`src/rtl/synth_pkg.sv`:
```
// Shared synthesizer definitions: envelope states and the volume scale used
// by both the envelope generator and the mixer.
package synth_pkg;

  // Unity volume; the mixer multiplies samples by levels in 0..ENV_MAX_DEFAULT.
  localparam logic [31:0] ENV_MAX_DEFAULT = 32'h0001_0000;

  typedef enum logic [2:0] {
    ENV_IDLE,
    ENV_ATTACK,
    ENV_DECAY,
    ENV_SUSTAIN,
    ENV_RELEASE
  } env_state_t;

  // Saturate a level-like input to an upper limit.
  function automatic logic [31:0] clamp_level(input logic [31:0] value,
                                              input logic [31:0] limit);
    return (value > limit) ? limit : value;
  endfunction

endpackage

```
`src/rtl/envelope_generator_env_step.sv`:
```
// One ADSR step for a single voice: resolves gate/retrigger events into the
// effective state, then applies that state's level update. Purely combinational.
module env_step
  import synth_pkg::*;
#(
  parameter logic [31:0] ENV_MAX = ENV_MAX_DEFAULT
) (
  input  env_state_t  state_in,
  input  logic [31:0] lvl_in,
  input  logic        gate,
  input  logic        pending,
  input  logic [31:0] attack_rate,
  input  logic [31:0] decay_rate,
  input  logic [31:0] sustain_level,
  input  logic [31:0] release_rate,
  output env_state_t  state_out,
  output logic [31:0] lvl_out
);

  logic [31:0] sustain_clamped;
  logic [32:0] attack_sum;
  env_state_t  eff_state;

  assign sustain_clamped = clamp_level(sustain_level, ENV_MAX);
  // One extra bit so a huge attack rate saturates instead of wrapping.
  assign attack_sum      = {1'b0, lvl_in} + {1'b0, attack_rate};

  // Event resolution: a captured rise retriggers from the current level;
  // otherwise a low gate moves any sounding phase into release.
  always_comb begin
    eff_state = state_in;
    if (pending) begin
      eff_state = ENV_ATTACK;
    end else if (!gate && (state_in == ENV_ATTACK || state_in == ENV_DECAY ||
                           state_in == ENV_SUSTAIN)) begin
      eff_state = ENV_RELEASE;
    end
  end

  // Level step for the effective state; every subtraction is guarded so it
  // saturates at its floor rather than underflowing.
  always_comb begin
    state_out = eff_state;
    lvl_out   = lvl_in;
    case (eff_state)
      ENV_ATTACK: begin
        if (attack_sum >= {1'b0, ENV_MAX}) begin
          lvl_out   = ENV_MAX;
          state_out = ENV_DECAY;
        end else begin
          lvl_out = attack_sum[31:0];
        end
      end
      ENV_DECAY: begin
        if (lvl_in <= sustain_clamped || decay_rate >= lvl_in - sustain_clamped) begin
          lvl_out   = sustain_clamped;
          state_out = ENV_SUSTAIN;
        end else begin
          lvl_out = lvl_in - decay_rate;
        end
      end
      ENV_SUSTAIN: begin
        lvl_out = sustain_clamped;
      end
      ENV_RELEASE: begin
        if (release_rate >= lvl_in) begin
          lvl_out   = '0;
          state_out = ENV_IDLE;
        end else begin
          lvl_out = lvl_in - release_rate;
        end
      end
      default: begin
        lvl_out   = '0;
        state_out = ENV_IDLE;
      end
    endcase
  end

endmodule

```
`src/rtl/envelope_generator.sv`:
```
// Time-multiplexed per-voice ADSR envelope generator. A prescaler sweeps the
// voices once per tick; a single env_step datapath serves the selected voice.
module envelope_generator
  import synth_pkg::*;
#(
  parameter int          N_VOICES = 8,
  parameter int          TICK_DIV = 48000,
  parameter logic [31:0] ENV_MAX  = ENV_MAX_DEFAULT
) (
  input  logic                clk,
  input  logic                reset,
  input  logic [N_VOICES-1:0] gate,
  input  logic [31:0]         attack_rate,
  input  logic [31:0]         decay_rate,
  input  logic [31:0]         sustain_level,
  input  logic [31:0]         release_rate,
  output logic [31:0]         voice_volumes [N_VOICES-1:0],
  output logic [N_VOICES-1:0] voice_active,
  output logic                sweep_done
);

  localparam int CW = $clog2(TICK_DIV);
  localparam int VW = (N_VOICES > 1) ? $clog2(N_VOICES) : 1;

  // The sweep needs every voice slot plus at least one idle slot per tick.
  if (TICK_DIV < N_VOICES + 1) begin : g_bad_tick_div
    $error("envelope_generator: TICK_DIV must be at least N_VOICES+1");
  end

  logic [CW-1:0]       count_reg;
  logic                sweep_done_reg;
  logic [N_VOICES-1:0] gate_reg;
  logic [N_VOICES-1:0] pending_vec;
  logic [N_VOICES-1:0] active_vec;
  env_state_t          state_vec [N_VOICES-1:0];
  logic [31:0]         level_vec [N_VOICES-1:0];

  logic                svc_en;
  logic [VW-1:0]       svc_idx;
  env_state_t          step_state;
  logic [31:0]         step_lvl;

  assign svc_en  = (count_reg < CW'(N_VOICES));
  assign svc_idx = VW'(count_reg);

  // Prescaler: counts 0..TICK_DIV-1; the first N_VOICES counts are service slots.
  always_ff @(posedge clk) begin
    if (reset) begin
      count_reg <= '0;
    end else if (count_reg == CW'(TICK_DIV - 1)) begin
      count_reg <= '0;
    end else begin
      count_reg <= count_reg + 1'b1;
    end
  end

  // Pulse the cycle after the last voice of the sweep has been written.
  always_ff @(posedge clk) begin
    if (reset) begin
      sweep_done_reg <= 1'b0;
    end else begin
      sweep_done_reg <= (count_reg == CW'(N_VOICES - 1));
    end
  end

  // Gate history for rising-edge detection; also the gate level seen at service.
  always_ff @(posedge clk) begin
    if (reset) begin
      gate_reg <= '0;
    end else begin
      gate_reg <= gate;
    end
  end

  // Shared step datapath, muxed onto the voice selected by the prescaler.
  env_step #(
    .ENV_MAX(ENV_MAX)
  ) u_env_step (
    .state_in     (state_vec[svc_idx]),
    .lvl_in       (level_vec[svc_idx]),
    .gate         (gate_reg[svc_idx]),
    .pending      (pending_vec[svc_idx]),
    .attack_rate  (attack_rate),
    .decay_rate   (decay_rate),
    .sustain_level(sustain_level),
    .release_rate (release_rate),
    .state_out    (step_state),
    .lvl_out      (step_lvl)
  );

  for (genvar gi = 0; gi < N_VOICES; gi++) begin : g_voice
    logic        svc_hit;
    logic        rise;
    env_state_t  state_reg;
    logic [31:0] level_reg;
    logic        active_reg;
    logic        pending_reg;

    assign svc_hit = svc_en && (svc_idx == VW'(gi));
    assign rise    = gate[gi] && !gate_reg[gi];

    // Voice registers: updated only in this voice's slot. A rise seen in the
    // service cycle itself wins over the clear so it is served next tick.
    always_ff @(posedge clk) begin
      if (reset) begin
        state_reg   <= ENV_IDLE;
        level_reg   <= '0;
        active_reg  <= 1'b0;
        pending_reg <= 1'b0;
      end else begin
        if (svc_hit) begin
          state_reg  <= step_state;
          level_reg  <= step_lvl;
          active_reg <= (step_state != ENV_IDLE);
        end
        if (rise) begin
          pending_reg <= 1'b1;
        end else if (svc_hit) begin
          pending_reg <= 1'b0;
        end
      end
    end

    assign state_vec[gi]     = state_reg;
    assign level_vec[gi]     = level_reg;
    assign pending_vec[gi]   = pending_reg;
    assign active_vec[gi]    = active_reg;
    assign voice_volumes[gi] = level_reg;
  end

  assign voice_active = active_vec;
  assign sweep_done   = sweep_done_reg;

endmodule
```
`config.mk`:
```
export PLATFORM = sky130hd
export DESIGN_NAME = envelope_generator
export DESIGN_NICKNAME = d
export VERILOG_FILES = /design/src/rtl/synth_pkg.sv /design/src/rtl/envelope_generator_env_step.sv /design/src/rtl/envelope_generator.sv
export SDC_FILE = /design/constraint.sdc
export NUM_CORES = 1
export LEC_CHECK = 0
export BUFFER_PORTS_ARGS = -buffer_cell sky130_fd_sc_hd__buf_2
export CAP_MARGIN = 20
export CORE_MARGIN = 5
export CORE_UTILIZATION = 45
export CTS_BUF_LIST = sky130_fd_sc_hd__clkbuf_16
export DETAILED_ROUTE_END_ITERATION = 10
export PLACE_DENSITY = 0.67
export SYNTH_ARGS = -nofsm -noshare
export SYNTH_HDL_FRONTEND = slang
export SYNTH_SLANG_ARGS = --single-unit
```
`constraint.sdc`:
```
create_clock -name clk -period 12.92 [get_ports clk]
set_input_delay 2.584 -clock clk [delete_from_list [all_inputs] [get_ports clk]]
set_output_delay 2.584 -clock clk [all_outputs]
set_load 0.005 [all_outputs]
```
==> flow_summary.toml <==
[outcome]
outcome = "finished, final reports clean"

[clocking]
cts-hold-fix-buffers = 0
htreeDepth = 1
ctsResizeCount = 0
cts_tree = "yes"
cts.clk_slew.worst_paths_ps = 70
cts_buffers = 30
post_cts_buffers = 0
cts-root-buf = "clkbuf_16"
clk_path_buf_depth = 3
cts_num_sinks = 321
insertion_delay_ps = 570

[die]
die_h_um = 229
start_util_pct = 45.2
dieArea_sq_um = 52300
die_w_um = 229
placementRows = 80
ios = 403
core-area_sq_um = 47500

[synth]
synthMuxAreaShare_pct = 8.08
async_flop_share_pct = 0
synth_adder_area_share_pct = 9.97
synth_flop_cell = "dfxtp_1"
synth_top_area_share_pct = 29.9
synth_top_family_by_area = "compound AO/OA/AOI/OAI gates"
seq_area_frac_synth_pct = 29.9
yosys.area_share.xor_xnor_pct = 4.40
synth-edff-count = 0
yosysTopAreaCell = "dfxtp_1"
synth_seq_cells = 321
syn_area_sq_um = 21500
synth_common_cells = "321 x dfxtp_1, 251 x nor2_1, 229 x o21ai_0"
syn-instance-count = 2600
synth_area_leaders = "dfxtp_1 30%, ha_1 9.6%, mux4_2 7.7%"
synthSimpleGateAreaFrac_pct = 15.6
synth_compound_area_share_pct = 27.1
yosysMostFrequentCell = "dfxtp_1"
ys_types = 84
yosys_warnings = 0
avgSynthCellArea_sq_um = 8.27

[drt]
wl_per_cell_um = 24.2
drt_iter0_markers = 2099
ant_nets = 0
via_per_inst = 6.28
drt_wl_total_um = 86000
drc = 0
vias = 22300
drt-pass1-iter-count = 6

[grt]
first_global_vias = 21100
grt_overflow_total = 0
grt_pass1_wl_um = 128000
antenna_found_initial = 0
track_usage_pct = 30.9
grt_max_degree = 95

[finish]
largest_register_ffs = 256
nNetsFinal = 3218
syn_to_final_growth_pct = 15.5
nFillCells = 4519
drive_above_1_share_pct = 19.9
diodes = 0
seq_area_sq_um = 6430
multi_input_area_sq_um = 14100
fin_cells = 3548
design_area_sq_um = 24800

[power_and_ir_drop]
p_per_area_nw_per_um2 = 127
peakVddDrop_v = 0.000130
power.leakage_nw = 11.3

[setup_path]
max_stage_delay_ps = 940
path_class = "in2reg"
cpMaxStageDelayCell = "a221oi_2"
end_kind = "flip-flop"
worstPathRequired_ps = 13320
start_kind = "input pin"
critPathMaxFanout = 17
arrival_ps = 10040
crit_top_cell = "a21o_1"

[sta]
clock_skew_ps = 18.5
final-setup-viol-count = 0
tns_ps = 0
maxSlewHeadroom_pct = 20.8
grt_setup_unrepaired = "false"
finalCritPeriodShare_pct = 74.6
hold_violations = 0
worstMarginPinSlew_ps = 1190
drv_slew = 0
min_period_ps = 9640
fmax_mhz = 104

[placed_design]
port_buffers = 402
place_inst = 3493
placed_cell_area_sq_um = 23900
gp_congestion = 0.983
dpl.hpwl_um = 65700

[run]
cap_violations = 0

[worst_hold_path]
hp-class = "reg2reg"
[critical path: cells and delay by family]
| family | cells | cell delay (ps) |
|---|---|---|
| XOR/XNOR | 1 | 140 |
| AND/OR/NAND/NOR | 5 | 1190 |
| buffers and inverters | 3 | 650 |
| AO/OA/AOI/OAI | 17 | 4870 |
| adder cells (fa/ha/maj) | 2 | 600 |
[final cells by class]
class / count / share of cell area, %
Inverter: 108 / 1.64
Sequential cell: 321 / 25.9
Timing Repair Buffer: 426 / 8.82
Clock inverter: 23 / 0.685
Multi-Input combinational cell: 2024 / 56.7
Clock buffer: 31 / 3.12
Tap cell: 615 / 3.10
[stage by stage]
step	worst slack (ps)	utilization (%)	power, mW	hold WS, ps
after floorplan	4030	-	1.91	433
after global placement	2960	50.2	2.26	448
after detailed placement	2870	50.2	2.28	454
after CTS	3420	52.2	3.14	464
after global routing	2850	52.2	3.31	511
final	3280	52.2	3.15	458
[worst paths after layout]
path,from,end,slack (ps),depth (start not counted)
max,sustain_level[12],g_voice[6].level_reg[5],3280,28
min,g_voice[3].state_reg[2],g_voice[3].state_reg[2],460,2
max reg2reg,count_reg[0],g_voice[6].level_reg[5],4090,25
min reg2reg,g_voice[3].state_reg[2],g_voice[3].state_reg[2],460,2
[power breakdown]
part / internal (mW) / total [mW] / switching [mW] / leakage, nW
logic: 0.459 / 1.19 / 0.727 / 8.19
registers: 1.04 / 1.10 / 0.0509 / 2.61
clock network: 0.475 / 0.870 / 0.395 / 0.481
total: 1.98 / 3.15 / 1.17 / 11.3
[layout by cell type, fill, tap and decap left out, types with 21 or more instances in the layout]
cell | Yosys | routed
buf_2 | 4 | 402
dfxtp_1 | 321 | 318
nor2_1 | 251 | 251
o21ai_0 | 229 | 229
a21oi_1 | 207 | 207
nand2_1 | 205 | 205
ha_1 | 165 | 165
a31oi_1 | 136 | 136
inv_1 | 105 | 110
a211oi_1 | 94 | 94
mux4_2 | 74 | 74
a21o_1 | 60 | 60
xnor2_1 | 56 | 56
xor2_1 | 52 | 52
nand3_1 | 39 | 39
nor3_1 | 34 | 34
o21a_1 | 32 | 32
clkbuf_16 | 0 | 31
nor2b_1 | 28 | 28
a311oi_1 | 27 | 27
nand4_1 | 25 | 25
buf_4 | 11 | 24
o21ai_1 | 23 | 23
and3_1 | 27 | 21
[routing by layer]
| layer | part of all wire (%) | up-vias | GRT usage (%) |
|---|---|---|---|
| li1 | - | 10300 | - |
| met1 | 40 | 10700 | 40.9 |
| met2 | 46 | 1112 | 50.0 |
| met3 | 9.8 | 177 | 6.14 |
| met4 | 4.6 | 0 | 12.3 |
| met5 | 0 | - | 0 |
[cells by family (layout without fill, tap and decap cells)]
group | count (synthesis) | in the layout
AO/OA/AOI/OAI | 930 | 930
AND/OR/NAND/NOR | 721 | 721
flip-flops | 321 | 321
buffers and inverters | 269 | 588
adder cells (fa/ha/maj) | 169 | 169
XOR/XNOR | 108 | 108
multiplexers | 81 | 81
other | 1 | 15
Note: power is estimated with default switching activity, not from simulation.
